--- src/rtl/sram_port_arbiter.sv ---
// Two-port arbiter in front of the single SRAM controller: picks a requester,
// latches its command, drives the controller and returns ready/read data per port.
module sram_port_arbiter #(
  parameter int ADDR_W  = 32,
  parameter int WDATA_W = 32,
  parameter int RDATA_W = 64,
  parameter int FAIR    = 1
) (
  input  logic               clk,
  input  logic               rst,
  input  logic               req0_rd,
  input  logic               req0_wr,
  input  logic [ADDR_W-1:0]  req0_addr,
  input  logic [WDATA_W-1:0] req0_wdata,
  output logic [RDATA_W-1:0] req0_rdata,
  output logic               req0_ready,
  input  logic               req1_rd,
  input  logic               req1_wr,
  input  logic [ADDR_W-1:0]  req1_addr,
  input  logic [WDATA_W-1:0] req1_wdata,
  output logic [RDATA_W-1:0] req1_rdata,
  output logic               req1_ready,
  output logic               mem_rd_en,
  output logic               mem_wr_en,
  output logic [ADDR_W-1:0]  mem_addr,
  output logic [WDATA_W-1:0] mem_wdata,
  input  logic [RDATA_W-1:0] mem_rdata,
  input  logic               mem_ready,
  output logic [1:0]         grant
);

  typedef enum logic [1:0] {
    IDLE  = 2'd0,
    BUSY0 = 2'd1,
    BUSY1 = 2'd2
  } state_e;

  state_e             state_q;
  logic               last_grant_q;
  logic               rd_en_q;
  logic               wr_en_q;
  logic [ADDR_W-1:0]  addr_q;
  logic [WDATA_W-1:0] wdata_q;
  logic [RDATA_W-1:0] rdata0_q;
  logic [RDATA_W-1:0] rdata1_q;
  logic [1:0]         grant_q;

  logic               want0;
  logic               want1;
  logic               start_d;
  logic               pick1_d;
  logic               sel_rd_d;
  logic [ADDR_W-1:0]  sel_addr_d;
  logic [WDATA_W-1:0] sel_wdata_d;

  assign want0   = req0_rd | req0_wr;
  assign want1   = req1_rd | req1_wr;
  assign start_d = want0 | want1;

  // NOTE: every output of a combinational block gets a default first, so no path leaves it unassigned and no latch is inferred.
  always_comb begin
    pick1_d     = want1;
    sel_rd_d    = req0_rd;
    sel_addr_d  = req0_addr;
    sel_wdata_d = req0_wdata;
    if (want0 && want1) begin
      // Round-robin hands contention to the port that was not served last.
      pick1_d = (FAIR != 0) ? ~last_grant_q : 1'b0;
    end
    if (pick1_d) begin
      sel_rd_d    = req1_rd;
      sel_addr_d  = req1_addr;
      sel_wdata_d = req1_wdata;
    end
  end

  // NOTE: sequential state uses non-blocking assignments so every register samples pre-edge values.
  always_ff @(posedge clk or posedge rst) begin
    if (rst) begin
      state_q      <= IDLE;
      last_grant_q <= 1'b1;
      rd_en_q      <= 1'b0;
      wr_en_q      <= 1'b0;
      addr_q       <= '0;
      wdata_q      <= '0;
      rdata0_q     <= '0;
      rdata1_q     <= '0;
      grant_q      <= 2'b00;
    end else begin
      case (state_q)
        IDLE: begin
          if (start_d) begin
            state_q <= pick1_d ? BUSY1 : BUSY0;
            grant_q <= pick1_d ? 2'b10 : 2'b01;
            // A port asserting both rd and wr is served as a read.
            rd_en_q <= sel_rd_d;
            wr_en_q <= ~sel_rd_d;
            addr_q  <= sel_addr_d;
            wdata_q <= sel_wdata_d;
          end
        end
        BUSY0, BUSY1: begin
          if (mem_ready) begin
            state_q      <= IDLE;
            grant_q      <= 2'b00;
            rd_en_q      <= 1'b0;
            wr_en_q      <= 1'b0;
            last_grant_q <= (state_q == BUSY1);
            if (rd_en_q) begin
              if (state_q == BUSY1) rdata1_q <= mem_rdata;
              else                  rdata0_q <= mem_rdata;
            end
          end
        end
        default: state_q <= IDLE;
      endcase
    end
  end

  assign req0_ready = ~want0 | ((state_q == BUSY0) & mem_ready);
  assign req1_ready = ~want1 | ((state_q == BUSY1) & mem_ready);
  assign req0_rdata = rdata0_q;
  assign req1_rdata = rdata1_q;
  assign mem_rd_en  = rd_en_q;
  assign mem_wr_en  = wr_en_q;
  assign mem_addr   = addr_q;
  assign mem_wdata  = wdata_q;
  assign grant      = grant_q;

endmodule

--- config.mk ---
export PLATFORM = sky130hd
export DESIGN_NAME = sram_port_arbiter
export DESIGN_NICKNAME = d
export VERILOG_FILES = /design/src/rtl/sram_port_arbiter.sv
export SDC_FILE = /design/constraint.sdc
export NUM_CORES = 1
export LEC_CHECK = 0
export CAP_MARGIN = 10
export CORE_AREA = 4 4 154 156
export CTS_CLUSTER_DIAMETER = 150
export CTS_CLUSTER_SIZE = 10
export DETAILED_ROUTE_END_ITERATION = 16
export DIE_AREA = 0 0 158 160
export MAX_ROUTING_LAYER = met4
export PLACE_DENSITY = 0.75
export SYNTH_ARGS = -nofsm -noshare
export SYNTH_HDL_FRONTEND = slang
export SYNTH_SLANG_ARGS = --single-unit
--- constraint.sdc ---
create_clock -name clk -period 19.6 [get_ports clk]
set_input_delay 3.92 -clock clk [delete_from_list [all_inputs] [get_ports clk]]
set_output_delay 3.92 -clock clk [all_outputs]
set_load 0.03 [all_outputs]
==> results.toml, run 1 <==
[run_status]
run_status = "finished, final reports clean"

[clocking]
clkLatencyLatePin_ps = 430
postCtsSetupRepairBufs = 0
clockRootBuffer = "clkbuf_16"
clk_pin_slew_worst_paths_ps = 70
numCtsBuffers = 17
cts_tree = "yes"
cts_max_path_buffers = 2
cts_resized = 0
htree_levels = 4
cts_sinks = 199
hold_buffers = 0

[grt]
grt.overflow.total = 0
grt_use_total_pct = 19.28
grt_max_degree = 131
grt_pass1_vias = 6226
antenna_found_initial = 0
grt_pass1_wl_um = 36640

[logic_synthesis]
ys_top_cells_by_area = "dfrtp_1 62%, mux2_2 18%, a221o_1 8.0%, and2_1 5.0%, buf_6 0.85%"
ys_seq_elements = 199
yosys.area.top_type_share_pct = 62.48
synth_cell_types = 29
syn_inst = 530
avgSynthCellArea_um2 = 14.96
synth_mux_area_share_pct = 18.32
synthSimpleGateAreaFrac_pct = 6.153
synth_area_um2 = 7930
ys.warnings.count = 0
synth_adder_area_share_pct = 0.6311
synth_top_family_by_area = "multiplexers"
synth_nets = 733
yosysSeqAreaShare_pct = 62.81
synth-compound-area-share_pct = 9.372
yosys.area.top_type = "dfrtp_1"
yosys.area_share.xor_xnor_pct = 0

[final_layout]
syn_to_final_growth_pct = 60.59
final_layout_size_suffix_gt1_share_pct = 18.51
diodes = 0
final_common_cell = "clkdlybuf4s50_1"
fin_area_um2 = 12730
mostFrequentLayoutCells = "396 x clkdlybuf4s50_1, 198 x dfrtp_1, 129 x mux2_2, 63 x and2_1, 63 x a221o_1"
fin_nets = 1119
n_fill_cell = 1882

[setup_path]
cp.arrival_ps = 5530
cp-start-kind = "input port"
r2r_start = "state_q[0]$_DFFE_PP0P_"
crit_start = "req1_wr"
crit_path_end_kind = "output pin"
crit_type = "in2out"
crit_required_ps = 15680
critPathMaxFanout = 4
r2r_slack_ps = 17010

[floorplanning]
row_count = 55
die_w_um = 158
core_um2 = 22370
die_area_um2 = 25280
ios = 397
start_util_pct = 35.46
die_h_um = 160

[power]
p_int_w = 0.001393
p_per_area_nw_per_um2 = 188.2
p_switching_w = 0.001004
p_sw_share_pct = 41.87
ir_drop_mv = 0.08331
p_leak_nw = 5.389
p_comb_share_pct = 55.0
clockPowerShare_pct = 14.8
p_seq_share_pct = 30.2

[detailed_routing]
drtIter0Drc = 276
wl_per_cell_um = 19.98
drtPass1Iterations = 4
drt_wl_total_um = 24250
vias = 5967
ant_nets = 0
drc_errors = 0
viasPerCell = 4.915

[place]
place_hpwl_um = 17510
globalplace.congestion = 0.8187
place_area_um2 = 12130
port_buffers = 396

[timing]
grt_setup_unrepaired = "false"
skew_ps = 15.02
drv_slew = 0
setup_viol = 0
fin_crit_sh_pct = 48.23
finalCriticalPeriod_ps = 9453
fmax_ghz = 0.1058
tns_ps = 0
slew_headroom_pct = 32.62
final_hold_viol_count = 0
worst_pin_slew_ps = 1011

[job]
maxCapViolCount = 0

[hold_path]
hold_start = "mem_wr_en$_DFFE_PP0P_"
hold_class = "reg2reg"
[sequential cells by signal, summed over array words and instances, names as in the netlist]
register and cells:
req0_rdata 64, req1_rdata 64, mem_addr 32, mem_wdata 32
grant 2, state_q 2, last_grant_q 1, mem_rd_en 1
mem_wr_en 1
[power by group through the flow]
stage	logic (W)	registers, W	clock network (W)
global placement	0.00132	0.000722	0
global route	0.00139	0.000749	0.000385
floorplan	0.000378	0.00112	0
finish	0.00132	0.000723	0.000356
detailed placement	0.00133	0.000727	0
CTS	0.00133	0.000725	0.000367
[Yosys cell counts]
master and n:
mux2_2 129, buf_6 6, and3_4 1, a221o_1 63
or3_1 1, a22o_1 4, o211ai_1 1, or4_4 1
buf_2 10, buf_4 1, nor4_1 1, nand4b_1 1
a211oi_1 1, nand3_1 1, a31oi_1 1, clkbuf_1 16
dfrtp_1 198, o2bb2ai_1 2, or2_2 1, inv_1 8
a221oi_1 1, dfstp_2 1, a21oi_1 3, ha_1 4
nand2_1 6, a21o_1 2, and2_1 63, nor2_1 1
nand2b_1 2
[cell type report]
| type | count | area [µm²] | share of cell area, % |
|---|---|---|---|
| sequential | 199 | 4981 | 39.11 |
| clock inverter | 15 | 181.4 | 1.425 |
| timing repair buffer | 400 | 3994 | 31.36 |
| tap | 285 | 356.6 | 2.800 |
| inverter | 8 | 37.54 | 0.2948 |
| multi-input combinational | 290 | 2759 | 21.66 |
| clock buffer | 17 | 425.4 | 3.341 |
[per-stage QoR]
| stage | util (%) | instances | power [W] | setup slack (ps) | hold WS (ps) |
|---|---|---|---|---|---|
| global placement | 54.23 | 1182 | 0.002041 | 10170 | 479.8 |
| finish | 56.94 | 1214 | 0.002397 | 10150 | 494.6 |
| global route | 56.94 | 1214 | 0.002520 | 10050 | 513.0 |
| floorplan | - | 530 | 0.001495 | 10260 | 493.9 |
| detailed placement | 54.23 | 1182 | 0.002056 | 10160 | 477.0 |
| CTS | 56.94 | 1214 | 0.002424 | 10150 | 498.9 |
[kinds of logic (layout without fill, tap and decap cells)]
group,count (synthesis),in the layout
fa+ha+maj,4,4
flops,199,199
mux,129,129
buf+inv,41,440
compound gates,78,78
simple gates,79,79
[routing by layer]
| metal | GRT usage (%) | vias up | routed length [µm] | part of all wire [%] |
|---|---|---|---|---|
| met1 | 23.17 | 3012 | 9791 | 40 |
| li1 | - | 2724 | - | - |
| met2 | 32.31 | 209 | 12490 | 52 |
| met3 | 4.797 | 22 | 1535 | 6.3 |
| met4 | 5.312 | 0 | 435 | 1.8 |
| met5 | - | - | 0 | 0 |
[critical path, stage by stage]
cell and delay [ps]:
clkdlybuf4s50_1 460, nor2_1 330, a21o_1 130, clkdlybuf4s50_1 690
[path summary, 6_finish.rpt]
check,end,cells past startpoint
setup / recovery,req1_ready,4
hold / removal,mem_wr_en$_DFFE_PP0P_,1
setup reg to reg,mem_wdata[24]$_DFFE_PP0P_,6
hold reg to reg,mem_wr_en$_DFFE_PP0P_,1
max in group asynchronous,mem_wdata[7]$_DFFE_PP0P_,3
min in group asynchronous,mem_wdata[11]$_DFFE_PP0P_,2
(Power assumes the default switching activity.)
==> inputs of run 2 (changes only) <==
--- a/config.mk
+++ b/config.mk
@@ -6,13 +6,13 @@
 export NUM_CORES = 1
 export LEC_CHECK = 0
 export CAP_MARGIN = 10
-export CORE_AREA = 4 4 154 156
+export CORE_AREA = 4 4 151 153
 export CTS_CLUSTER_DIAMETER = 150
 export CTS_CLUSTER_SIZE = 10
 export DETAILED_ROUTE_END_ITERATION = 16
-export DIE_AREA = 0 0 158 160
+export DIE_AREA = 0 0 155 157
 export MAX_ROUTING_LAYER = met4
-export PLACE_DENSITY = 0.75
+export PLACE_DENSITY = 0.78
 export SYNTH_ARGS = -nofsm -noshare
 export SYNTH_HDL_FRONTEND = slang
 export SYNTH_SLANG_ARGS = --single-unit
==> constraint.sdc (replaced) <==
create_clock -name clk -period 9.62 [get_ports clk]
set_input_delay 1.924 -clock clk [delete_from_list [all_inputs] [get_ports clk]]
set_output_delay 1.924 -clock clk [all_outputs]
set_load 0.03 [all_outputs]
==> results.toml, run 2 (same netlist as run 1, synthesis figures left out) <==
[floorplanning]
die_area_um2 = 24340
ios = 397
start_util_pct = 36.79
die_h_um = 157
die_w_um = 155
core_um2 = 21550
row_count = 54

[power]
fin_total_pwr_w = 0.004918
p_per_area_nw_per_um2 = 385.8
p_leak_nw = 5.400
ir_drop_mv = 0.2036

[timing]
drv_slew = 0
skew_ps = 17.88
worst_pin_slew_ps = 989.8
fin_crit_sh_pct = 56.30
final_hold_viol_count = 0
finalCriticalPeriod_ps = 5416
setup_viol = 0
tns_ps = 0
slew_headroom_pct = 34.01
fmax_ghz = 0.1846
grt_setup_unrepaired = "false"

[setup_path]
crit_required_ps = 7700
critPathMaxFanout = 5
crit_path_end_kind = "output pin"
crit_type = "in2out"
cp.arrival_ps = 3490
cp-start-kind = "input port"

[clocking]
postCtsSetupRepairBufs = 0
cts_resized = 0
clockRootBuffer = "clkbuf_16"
cts_tree = "yes"
hold_buffers = 0
numCtsBuffers = 17
cts_sinks = 199
cts_max_path_buffers = 2
clk_pin_slew_worst_paths_ps = 70
htree_levels = 4
clkLatencyLatePin_ps = 430

[final_layout]
mostFrequentLayoutCells = "396 x clkdlybuf4s50_1, 198 x dfrtp_1, 129 x mux2_2, 63 x and2_1, 63 x a221o_1"
final_cells = 1209
syn_to_final_growth_pct = 60.78
fin_nets = 1119
final_common_cell = "clkdlybuf4s50_1"
final_layout_size_suffix_gt1_share_pct = 18.51
diodes = 0

[detailed_routing]
drtIter0Drc = 237
drt_wl_total_um = 24210
vias = 6008
drtPass1Iterations = 4
viasPerCell = 4.969
ant_nets = 0
drc_errors = 0
wl_per_cell_um = 20.03

[grt]
grt_use_total_pct = 20.06
busiest_layer = "met2"
met1_usage_pct = 24.01
antenna_found_initial = 0
use_met2_pct = 33.75
grt_pass1_wl_um = 36840
grt_pass1_vias = 6485
grt_max_degree = 124
use_met3_pct = 5.554
grt.overflow.total = 0

[place]
globalplace.congestion = 0.8665
port_buffers = 396
place_inst = 1177
place_hpwl_um = 17650

[hold_path]
hold_class = "reg2reg"

[run_status]
run_status = "finished, final reports clean"

[job]
maxCapViolCount = 0
==> run 2: cell types whose count changed in the layout (fill, tap and decap cells not counted) <==
cell,change
bufinv_16,+2
clkinv_2,-1
clkinv_8,-2
inv_12,-1
inv_6,+3
inv_8,-1
==> run 2: per-stage QoR <==
stage / area (µm²) / worst slack, ps / hold slack, ps / utilization (%)
3_3_place_gp: 12120 / 4225 / 480.5 / 56.24
4_1_cts: 12750 / 4193 / 509.1 / 59.15
6_report: 12750 / 4204 / 506.0 / 59.15
2_1_floorplan: 7930 / 2272 / 493.9 / -
5_1_grt: 12750 / 4133 / 515.1 / 59.15
3_5_place_dp: 12120 / 4200 / 485.9 / 56.24
==> run 2: worst max-delay path: stages <==
cell	delay, ps
clkdlybuf4s50_1	470
or2_2	350
nand2_1	80
clkdlybuf4s50_1	660
==> run 2: path summary, 6_finish.rpt <==
path                                            startpoint                    endpoint  slack, ps  cells after the start
max in group asynchronous                              rst    mem_addr[12]$_DFFE_PP0P_       5980                      3
worst min register to register  req0_rdata[28]$_DFFE_PP0P_  req0_rdata[28]$_DFFE_PP0P_        510                      1
worst max register to register      state_q[0]$_DFFE_PP0P_     mem_addr[0]$_DFFE_PP0P_       7320                      6
worst min-delay path            req0_rdata[28]$_DFFE_PP0P_  req0_rdata[28]$_DFFE_PP0P_        510                      1
worst max-delay path                               req0_rd                  req0_ready       4200                      4
min in group asynchronous                              rst   mem_wdata[20]$_DFFE_PP0P_       2020                      2
==> run 2: final cells by class <==
| type | instances | area [µm²] |
|---|---|---|
| timing repair buffer | 400 | 3994 |
| fill | 1750 | 8803 |
| multi-input combinational | 290 | 2759 |
| tap | 280 | 350.3 |
| clock buffer | 17 | 425.4 |
| inverter | 8 | 37.54 |
| clock inverter | 15 | 202.7 |
| sequential | 199 | 4981 |
==> run 2: routing by layer <==
| metal | up-vias | part of all wire, % |
|---|---|---|
| met5 | - | 0 |
| met4 | 0 | 2.0 |
| met3 | 29 | 6.9 |
| met2 | 227 | 50 |
| met1 | 3026 | 41 |
| li1 | 2726 | - |
==> run 2: power breakdown <==
part	internal, W	total, W	leakage, nW	switching [W]
clock	0.000400	0.000754	0.303	0.000354
combinational	0.00123	0.00269	2.68	0.00146
sequential	0.00126	0.00148	2.42	0.000219
